### config.mk
export PLATFORM = sky130hd
export DESIGN_NAME = boot_loader
export DESIGN_NICKNAME = d
export VERILOG_FILES = /design/src/rtl/boot_loader_pkg.sv /design/src/rtl/boot_csum_acc.sv /design/src/rtl/boot_loader.sv
export SDC_FILE = /design/constraint.sdc
export NUM_CORES = 1
export LEC_CHECK = 0
export ABC_AREA = 1
export CELL_PAD_IN_SITES_DETAIL_PLACEMENT = 0
export CELL_PAD_IN_SITES_GLOBAL_PLACEMENT = 1
export CORE_ASPECT_RATIO = 0.75
export CORE_UTILIZATION = 37
export CTS_CLUSTER_DIAMETER = 40
export DETAILED_ROUTE_END_ITERATION = 7
export PLACE_DENSITY_LB_ADDON = 0.08
export SYNTH_ARGS = -nofsm -noshare
export SYNTH_HDL_FRONTEND = slang
export SYNTH_SLANG_ARGS = --single-unit
export TNS_END_PERCENT = 30
### constraint.sdc
create_clock -name clk -period 1.7 [get_ports clk]
set_input_delay 0.17 -clock clk [delete_from_list [all_inputs] [get_ports clk]]
set_output_delay 0.17 -clock clk [all_outputs]
set_load 0.03 [all_outputs]
### src/rtl/boot_loader_pkg.sv
// Shared types and constants for the framed-byte boot loader.
package boot_loader_pkg;

    localparam int unsigned MAX_LEN           = 32;
    localparam int unsigned CSUM_W            = 8;
    localparam int unsigned LEN_W             = $clog2(MAX_LEN + 1);
    localparam logic [7:0]  SYNC_BYTE_DEFAULT = 8'hA5;

    typedef enum logic [2:0] {
        ST_IDLE,
        ST_ADDR,
        ST_LEN,
        ST_DATA,
        ST_CSUM,
        ST_RUN,
        ST_ERR
    } state_t;

endpackage

### src/rtl/boot_csum_acc.sv
// Modular 8-bit checksum accumulator; o_zero_c flags that adding i_data
// to the running sum would give zero, so the closing byte is judged on acceptance.
module boot_csum_acc
    import boot_loader_pkg::*;
(
    input  logic              clk,
    input  logic              rst,
    input  logic              i_clr,
    input  logic              i_add,
    input  logic [CSUM_W-1:0] i_data,
    output logic              o_zero_c
);

    logic [CSUM_W-1:0] r_sum;
    logic [CSUM_W-1:0] w_next;

    assign w_next   = r_sum + i_data;
    assign o_zero_c = (w_next == '0);

    always_ff @(posedge clk or posedge rst) begin
        if (rst) begin
            r_sum <= '0;
        end else if (i_clr) begin
            r_sum <= '0;
        end else if (i_add) begin
            r_sum <= w_next;
        end
    end

endmodule

### src/rtl/boot_loader.sv
// Frame parser that loads CPU memory through the external write port and
// releases the CPU after a verified run frame. BOOT_LOADER_TIMEOUT_EN adds an inter-byte timeout.
module boot_loader
    import boot_loader_pkg::*;
#(
    parameter int unsigned       ADDR_W      = 5,
    parameter int unsigned       DATA_W      = 8,
`ifdef BOOT_LOADER_TIMEOUT_EN
    parameter int unsigned       TIMEOUT_CYC = 1000,
`endif
    parameter logic [DATA_W-1:0] SYNC_BYTE   = DATA_W'(SYNC_BYTE_DEFAULT)
) (
    input  logic              clk,
    input  logic              rst,
    input  logic              in_valid,
    input  logic [DATA_W-1:0] in_data,
    output logic              in_ready,
    output logic              ewr,
    output logic [ADDR_W-1:0] ead,
    output logic [DATA_W-1:0] edat,
    output logic              cpu_run,
    output logic              frame_ok,
    output logic              err
);

    state_t            r_state;
    logic [ADDR_W-1:0] r_ptr;
    logic [LEN_W-1:0]  r_rem;
    logic              r_run_flag;
    logic              r_ewr;
    logic [ADDR_W-1:0] r_ead;
    logic [DATA_W-1:0] r_edat;
    logic              r_cpu_run;
    logic              r_frame_ok;
    logic              r_err;

    logic w_xfer;
    logic w_is_sync;
    logic w_in_frame;
    logic w_csum_clr;
    logic w_csum_add;
    logic w_csum_zero;

    assign in_ready   = (r_state != ST_RUN);
    assign w_xfer     = in_valid && in_ready;
    assign w_is_sync  = (in_data == SYNC_BYTE);
    assign w_in_frame = (r_state == ST_ADDR) || (r_state == ST_LEN) ||
                        (r_state == ST_DATA) || (r_state == ST_CSUM);
    assign w_csum_clr = w_xfer && w_is_sync && ((r_state == ST_IDLE) || (r_state == ST_ERR));
    assign w_csum_add = w_xfer && w_in_frame;

    boot_csum_acc u_csum (
        .clk      (clk),
        .rst      (rst),
        .i_clr    (w_csum_clr),
        .i_add    (w_csum_add),
        .i_data   (CSUM_W'(in_data)),
        .o_zero_c (w_csum_zero)
    );

`ifdef BOOT_LOADER_TIMEOUT_EN
    localparam int unsigned TO_W = $clog2(TIMEOUT_CYC + 1);
    logic [TO_W-1:0] r_to_cnt;
    logic            w_timeout;

    assign w_timeout = w_in_frame && !w_xfer && (r_to_cnt == TO_W'(TIMEOUT_CYC - 1));

    // Idle-cycle counter, only meaningful while a frame is in flight
    always_ff @(posedge clk or posedge rst) begin
        if (rst) begin
            r_to_cnt <= '0;
        end else if (!w_in_frame || w_xfer || w_timeout) begin
            r_to_cnt <= '0;
        end else begin
            r_to_cnt <= r_to_cnt + TO_W'(1);
        end
    end
`endif

    always_ff @(posedge clk or posedge rst) begin
        if (rst) begin
            r_state    <= ST_IDLE;
            r_ptr      <= '0;
            r_rem      <= '0;
            r_run_flag <= 1'b0;
            r_ewr      <= 1'b0;
            r_ead      <= '0;
            r_edat     <= '0;
            r_cpu_run  <= 1'b0;
            r_frame_ok <= 1'b0;
            r_err      <= 1'b0;
        end else begin
            r_ewr      <= 1'b0;
            r_frame_ok <= 1'b0;
            case (r_state)
                ST_IDLE: begin
                    if (w_xfer && w_is_sync) begin
                        r_state <= ST_ADDR;
                    end
                end
                ST_ERR: begin
                    if (w_xfer && w_is_sync) begin
                        r_err   <= 1'b0;
                        r_state <= ST_ADDR;
                    end
                end
                ST_ADDR: begin
                    if (w_xfer) begin
                        r_ptr   <= in_data[ADDR_W-1:0];
                        r_state <= ST_LEN;
                    end
                end
                ST_LEN: begin
                    if (w_xfer) begin
                        if (in_data > DATA_W'(MAX_LEN)) begin
                            r_err   <= 1'b1;
                            r_state <= ST_ERR;
                        end else if (in_data == '0) begin
                            r_run_flag <= 1'b1;
                            r_state    <= ST_CSUM;
                        end else begin
                            r_run_flag <= 1'b0;
                            r_rem      <= LEN_W'(in_data);
                            r_state    <= ST_DATA;
                        end
                    end
                end
                ST_DATA: begin
                    // Every accepted byte is data here, SYNC included
                    if (w_xfer) begin
                        r_ewr  <= 1'b1;
                        r_ead  <= r_ptr;
                        r_edat <= in_data;
                        r_ptr  <= r_ptr + ADDR_W'(1);
                        r_rem  <= r_rem - LEN_W'(1);
                        if (r_rem == LEN_W'(1)) begin
                            r_state <= ST_CSUM;
                        end
                    end
                end
                ST_CSUM: begin
                    if (w_xfer) begin
                        if (w_csum_zero) begin
                            r_frame_ok <= 1'b1;
                            if (r_run_flag) begin
                                r_cpu_run <= 1'b1;
                                r_state   <= ST_RUN;
                            end else begin
                                r_state <= ST_IDLE;
                            end
                        end else begin
                            r_err   <= 1'b1;
                            r_state <= ST_ERR;
                        end
                    end
                end
                ST_RUN: begin
                    r_cpu_run <= 1'b1;
                end
                default: begin
                    r_state <= ST_IDLE;
                end
            endcase
`ifdef BOOT_LOADER_TIMEOUT_EN
            if (w_timeout) begin
                r_err   <= 1'b1;
                r_state <= ST_ERR;
            end
`endif
        end
    end

    assign ewr      = r_ewr;
    assign ead      = r_ead;
    assign edat     = r_edat;
    assign cpu_run  = r_cpu_run;
    assign frame_ok = r_frame_ok;
    assign err      = r_err;

endmodule

* After elaboration in Yosys (flattened, before gate mapping)
Index checks and enable logic that the tools add are counted.
W data, S select, Z words.
** Operators by class
- Add/sub/neg operators :: 3
- Magnitude comparators :: 1
- Equality and inequality tests :: 22
- Multiplexer cells :: 37
- Bitwise operators :: 2
- Reduce and logical (&&, ||, !) cells :: 24
** Operators with widths (count)
- $mux W3 :: 10
- $mux W6 :: 4
- $ne A2 B2 Y1 const B :: 9
- $pmux W3 S6 :: 1
- $logic_not A8 Y1 :: 2
- $mux W8 :: 2
- $mux W1 :: 14
- $pmux W6 S2 :: 1
- $mux W5 :: 2
- $pmux W5 S2 :: 1
- $eq A3 B3 Y1 const B :: 3
- $add A8 B8 Y8 :: 1
- $eq A8 B8 Y1 const B :: 1
- $gt A8 B6 Y1 const B :: 1
- $ne A2 B1 Y1 const B :: 4
- $reduce_bool A2 Y1 :: 4
- $reduce_and A7 Y1 :: 1
- $eq A3 B2 Y1 const B :: 2
- $eq A6 B1 Y1 const B :: 1
- $reduce_and A3 Y1 :: 2
- $reduce_and A6 Y1 :: 1
- $sub A6 B1 Y6 const B :: 1
- $add A5 B1 Y5 const B :: 1
- $reduce_and A5 Y1 :: 1
- other kinds (12) :: 19
** Storage, ports and cells
- Register bits :: 40
- Input bits :: 11

* Longest topological paths before layout
Gate-level depths: netlist (run 1).
- Word-level depth :: 7
- Mapped depth :: 14
- Mapped depth without buffers :: 14

* Modules after synthesis
From an unflattened synthesis (run 1), not the netlist that was laid out.
** Second synthesis, totals
- Cell total of the unflattened synthesis :: 350
- Area, all modules :: 2558.7 sq um
** By module, submodules not included
- boot_loader :: times used 1, cells an instance 250, area each 1878.1 sq um, sequential area each 800.8 sq um
- boot_csum_acc :: times used 1, cells an instance 100, area each 680.7 sq um, sequential area each 200.2 sq um

* Worst setup path after synthesis (run 1)
No wires, ideal clock.
- Kind :: reg2reg
- Start point :: reg u_csum.r_sum[0]
- End point :: reg r_err, in the netlist err
- Arrival :: 1730 ps
- Required time :: 1582 ps
- Slack :: -148 ps
- Stages on the path, launching flop included :: 10
- Buffers on the path :: 0
- Cells stage by stage :: dfrtp_1 > ha_1 > fa_1 > xor2_1 > nor2_1 > nand3_1 > nor2_1 > nand3_1 > nand3_1 > nand2_1
** On the way
- Longest elaborated chain between the ends :: 4
** RTL lines
- start, declared :: line boot_csum_acc.sv:14 : logic [CSUM_W-1:0] r_sum;
- start signal, assigned :: line boot_csum_acc.sv:26 : r_sum <= w_next;
- $add A8 B8 Y8 :: line boot_csum_acc.sv:17 : assign w_next = r_sum + i_data;
- $logic_not A8 Y1 :: line boot_csum_acc.sv:18 : assign o_zero_c = (w_next == '0);
- $ne A2 B2 Y1 (no source line)
- $reduce_and A6 Y1 (no source line)
- end signal, assigned :: line boot_loader.sv:91 : r_err <= 1'b0;
- end signal, assigned :: line boot_loader.sv:103 : r_err <= 1'b0;
- end signal, assigned :: line boot_loader.sv:116 : r_err <= 1'b1;
- end, declared :: line boot_loader.sv:35 : logic r_err;
Every way passes these cells.
A chain may end at the register's enable or synchronous reset.

* Worst setup path after layout (run 1)
Same ends and word-level chain as after synthesis.

==> results of run 1 <==
## sequential cells by signal, summed over array words and instances, names as in the netlist
name / count
u_csum.r_sum: 8
r_run_flag: 1
ead: 5
cpu_run: 1
err: 1
frame_ok: 1
r_rem: 6
r_state: 3
r_ptr: 5
ewr: 1
edat: 8
## synth_stat cells (3+ instances only)
master | number | area (µm²)
a21oi_1 | 12 | 60.06
a22o_1 | 4 | 35.03
a22oi_1 | 3 | 22.52
buf_2 | 3 | 15.01
dfrtp_1 | 40 | 1001
ha_1 | 10 | 125.1
inv_1 | 37 | 138.9
inv_2 | 16 | 60.06
nand2_1 | 95 | 356.6
nand2_2 | 4 | 25.02
nand2_4 | 3 | 33.78
nand3_1 | 23 | 115.1
nor2_1 | 30 | 112.6
o21ai_0 | 14 | 70.07
o21ai_1 | 19 | 95.09
## final cells by class
type                            count  area share
Multi-Input combinational cell    241      0.4235
Sequential cell                    40      0.2874
Timing Repair Buffer               71      0.1785
Inverter                           53     0.05711
Tap cell                           81     0.02909
Clock buffer                        7     0.02191
Clock inverter                      1    0.002514
## metrics by stage
stage | utilization | setup TNS [ns] | cells | total power (W)
final | 0.5432 | -1.112 | 494 | 0.005908
after CTS | 0.5186 | -0.9337 | 492 | 0.005638
after detailed placement | 0.4978 | -6.795 | 484 | 0.004891
after floorplan | - | -0.1813 | 338 | 0.003757
after global placement | 0.4978 | -6.638 | 484 | 0.004859
after global routing | 0.5432 | -3.100 | 494 | 0.006407
## kinds of logic (layout without fill, tap and decap cells)
logic type,after synthesis,in the layout,synth area share
DFF,40,40,0.3998
AOI/OAI and AO/OA,60,60,0.1499
xor gates and xnor gates,3,3,0.01050
adders and majority gates,11,11,0.05797
buffers and inverters,57,132,0.08995
and+or+nand+nor,167,167,0.2918
## worst max-delay path: cells and delay by family, from the launching register on
family / cells / cell delay, ns
adder cells (fa/ha/maj): 2 / 0.56
buffers and inverters: 1 / 0.11
flip-flops: 1 / 0.42
AND/OR/NAND/NOR: 10 / 0.72
## final timing paths
path,start,cells past startpoint,to,slack [ns]
setup / recovery,u_csum.r_sum[0],13,err,-0.20
setup reg to reg,u_csum.r_sum[0],13,err,-0.20
hold / removal,rst,3,ead[3],0.20
hold reg to reg,cpu_run,2,cpu_run,0.46
max in group asynchronous,rst,3,edat[1],1.16
min in group clk,in_data[2],5,edat[2],0.43
## timing repair
item | 4_1_cts | 5_1_grt
pin swaps | 2 | 16
setup endpoints to repair | 15 | 32
hold buffers | 0 | 0
buffers inserted | 0 | 3
gates resized for setup | 10 | 31
## power by group through the flow
stage	Sequential, W	Clock, W	Combinational, W
global placement	0.00166	0	0.00320
detailed placement	0.00167	0	0.00322
CTS	0.00166	0.000668	0.00331
global route	0.00173	0.000708	0.00396
floorplan	0.00192	0	0.00184
finish	0.00168	0.000659	0.00357
## routing by layer
metal | wire length (µm) | part of all wire | global-route usage
met1 | 3521 | 0.55 | 0.2932
met2 | 2506 | 0.39 | 0.2833
met3 | 271 | 0.043 | 0.04023
met4 | 68 | 0.011 | 0.05473
met5 | 0 | 0 | 0
==> results.ini, run 1 <==
[timing]
slew_headroom=0.7200
finalClockSkew_ns=0.008983
layout_min_cycle_time_ns=1.905
max_clock_freq_mhz=524.9
hold_viol=0
hold-worst-slack_ns=0.1979
finalWorstSetupSlack_ns=-0.2050
slew_viol_final=0
period_share=1.121
setup_violations=7
worst_pin_slew_ns=0.4194
rsz0062_at_grt=yes

[finish]
num-fill-cells=618
drive_gt1_frac=0.2760
fin_nets=434
regArea_mm2=0.001001
mostFrequentLayoutCell=nand2_1
postLayoutCellArea_mm2=0.003483
final_cell_mix=nand2_1, buf_4, dfrtp_1, inv_1
diodes=0
area_growth_syn_to_layout_pct=39.13
multiInputGateArea_mm2=0.001475

[yosys]
ys.flop_type=dfrtp_1
yosysSeqAreaShare=0.3998
postSynthCellCount=338
ys_ff_latch=40
synth_fp_nets=360
yosys_warnings=0
synth_edf_count=0
synth_area_mm2=0.002504
postSynthAreaPerCell_um2=7.407
async_flop_share=1.000
synth_cell_type_count=32

[route]
drc=0
antenna_left=0
vias=2321
viasPerCell=4.698
routedWlPerCell_um=12.89
drt-total-wl_mm=6.368
drt_first_iter_violations=91
dr.pass1.iters=4

[clocking]
clock_sinks=40
clk_path_buf_depth=2
numCtsBuffers=5
cts_root_buffer=clkbuf_8
insertion_delay_ns=0.30
cts_tree=built
htree_num_levels=2
cts.clk_slew.worst_paths_ns=0.09

[placement]
dp_hpwl_mm=4.813
pre_cts_ws_ns=-0.5077
gp_congestion=0.7953
port_buffers=28
post_dp_cell_area_mm2=0.003192

[worst_setup_path]
criticalPathCategory=register to register
arrival_ns=2.10
start_kind=register
max_stage_delay_ns=0.42
path_common_cell=nand2_1
path_cells=ha_4 -> fa_2 -> nand2_1 -> nand2_1 -> nand3_2 -> buf_4 -> nand3_1 -> nand2_2 -> nor2_4 -> nand3_2 -> nand2_1 -> nand2_1 -> nand2_1
crit_fanout=4
crit_slowest_cell=dfrtp_1
cp.required_ns=1.90
end_kind=register

[floorplan]
start_util=0.3904
pin_count=29
die_x_um=96.99
chipHeight_um=73.24
die-area_mm2=0.007103
rows=25
coreArea_mm2=0.006412

[pwr]
p_leak_nw=1.757
ir_drop_mv=0.6762
swShare=0.4616
power_switching_w=0.002727
power_density_mw_per_mm2=1696
sequentialPowerShare=0.284
p_int_w=0.003181
p_comb_frac=0.605
power_frac_clock=0.111

[grt]
grt_max_degree=27
grt_pass1_wl_mm=10.78
overflow=0
grt_pass1_vias=2187
antenna_found_initial=0
grt_use_total=0.1955

[worst_hold_path]
hold_class=input port to async pin

[status]
violations=setup timing
status=complete, but fails checks

[job]
cap_violations=0

No activity file was read; power rests on OpenSTA's default activity.
==> inputs of run 2 (changes only) <==
Settings changed: CTS_CLUSTER_DIAMETER 40 to 150.
==> results of run 2 <==
Same layout as run 1: the final DEF is identical, and so are final timing and power.
==> inputs of run 3 (changes only) <==
Settings changed: SETUP_SLACK_MARGIN set to 0.1.
==> run 3 against run 2 <==
  * Largest cell class unchanged
  * First-iteration DRC count is 5.5% higher
  * Count of clock-buffer cells in the layout is the same
  * Clock skew grew 0.00055 ns
  * Critical path type unchanged
  * Via count grew 0.39%
  * Clock power about the same
  * The flow still finishes with violations (setup timing)
  * Maximum frequency decreased by 0.24%
==> results.ini, run 3 (same netlist as run 1, synthesis figures left out) <==
[job]
cap_violations=0

[clocking]
insertion_delay_ns=0.30
htree_num_levels=2
numCtsBuffers=5
cts_root_buffer=clkbuf_8
cts_tree=built
clk_path_buf_depth=2
cts.clk_slew.worst_paths_ns=0.09
clock_sinks=40

[pwr]
p_leak_nw=1.740
power_density_mw_per_mm2=1689
swShare=0.4614
p_int_w=0.003173
power_switching_w=0.002719
p_comb_frac=0.605
ir_drop_mv=0.6759
sequentialPowerShare=0.283
power_frac_clock=0.111
power_w=0.005892

[route]
dr.pass1.iters=4
wl_met3_um=298
vias=2330
route.met2.wl_mm=2.526
drt-total-wl_mm=6.463
antenna_left=0
drt_first_iter_violations=96
highest_layer=met4
drc=0
routedWlPerCell_um=13.06
viasPerCell=4.707
wl_met1_mm=3.581

[timing]
rsz0062_at_grt=yes
hold_viol=0
slew_viol_final=0
slew_headroom=0.7513
layout_min_cycle_time_ns=1.910
max_clock_freq_mhz=523.7
hold-worst-slack_ns=0.1952
finalClockSkew_ns=0.009529
worst_pin_slew_ns=0.3730
period_share=1.123
finalSetupTns_ns=-0.9884
finalWorstSetupSlack_ns=-0.2095
setup_violations=8

[placement]
dp_hpwl_mm=4.813
place_inst=484
port_buffers=28
gp_congestion=0.7953

[finish]
num-fill-cells=623
utilization=0.5440
area_growth_syn_to_layout_pct=39.33
fin_nets=435
mostFrequentLayoutCell=nand2_1
drive_gt1_frac=0.2802
diodes=0
multiInputGateArea_mm2=0.001463
regArea_mm2=0.001002
fin_cells=495
final_cell_mix=nand2_1, buf_4, dfrtp_1, inv_1, clkdlybuf4s50_1

[grt]
grt_max_degree=27
grt_pass1_vias=2197
antenna_found_initial=0
grt_pass1_wl_mm=10.78
overflow=0
grt_use_total=0.1953

[worst_setup_path]
rr_worst_depth=11
path_buf_inv=0
cp.required_ns=1.90
max_stage_delay_ns=0.40
path_cells=ha_2 -> fa_2 -> xor2_1 -> nor2_1 -> nand3_1 -> nor2_4 -> nand2_1 -> nand2_1 -> nand2_1 -> nand2_1 -> nand2_1
crit_slowest_cell=dfrtp_1
cp_top_family=simple AND/OR/NAND/NOR gates
end_kind=register
crit_fanout=3
r2r_end=r_state[1]
start_kind=register
rr_startpoint=u_csum.r_sum[0]
criticalPathCategory=register to register
arrival_ns=2.11
path_common_cell=nand2_1
regToRegSetupSlack_ns=-0.21

[status]
violations=setup timing
status=complete, but fails checks

[floorplan]
die-area_mm2=0.007103
chipHeight_um=73.24
rows=25
pin_count=29
coreArea_mm2=0.006412
die_x_um=96.99
start_util=0.3904

[worst_hold_path]
hold_class=input port to async pin

run 3: per-layer routing:
metal	global-route usage	up-vias
met3	0.04023	7
li1	-	1227
met5	0	-
met4	0.05473	0
met1	0.2932	1052
met2	0.2825	44
run 3: cell type report:
class | count | share of cell area
Clock buffer | 7 | 0.02188
Clock inverter | 1 | 0.002511
Inverter | 53 | 0.05775
Multi-Input combinational cell | 241 | 0.4193
Sequential cell | 40 | 0.2873
Tap cell | 81 | 0.02905
Timing Repair Buffer | 72 | 0.1822
run 3: metrics by stage:
step                worst slack (ns)  cell area [µm²]
floorplan                   -0.06578             2516
global placement             -0.5003             3192
detailed placement           -0.5077             3192
CTS                          -0.1848             3359
global route                 -0.3611             3488
finish                       -0.2095             3488
run 3: worst max-delay path by stage:
stage,startpoint,end,slack [ns],cells after the start
final,u_csum.r_sum[0],r_state[1],-0.21,11
after global routing,u_csum.r_sum[0],r_state[2],-0.36,14
after CTS,u_csum.r_sum[0],r_state[2],-0.18,11
after detailed placement,in_data[0],r_state[2],-0.51,13
after global placement,in_data[0],r_state[1],-0.50,13
after floorplan,u_csum.r_sum[0],r_state[1],-0.07,11
run 3: repair_timing:
action,CTS,global route
endpoints found under the hold margin,0,0
pin swaps,15,10
resized for setup,22,21
setup endpoints to repair,31,37
gates cloned,0,1
buffers inserted,0,2
hold buffers,0,0
run 3: tightest hold or removal path, cell delays in order:
cell and delay [ns]:
clkdlybuf4s50_1 0.40, inv_1 0.08, buf_4 0.22
run 3: power by group through the flow:
stage / sequential (W) / combinational (W) / clock, W
floorplan: 0.00192 / 0.00184 / 0
global placement: 0.00166 / 0.00320 / 0
detailed placement: 0.00167 / 0.00322 / 0
CTS: 0.00167 / 0.00335 / 0.000668
global route: 0.00173 / 0.00396 / 0.000708
finish: 0.00167 / 0.00356 / 0.000657
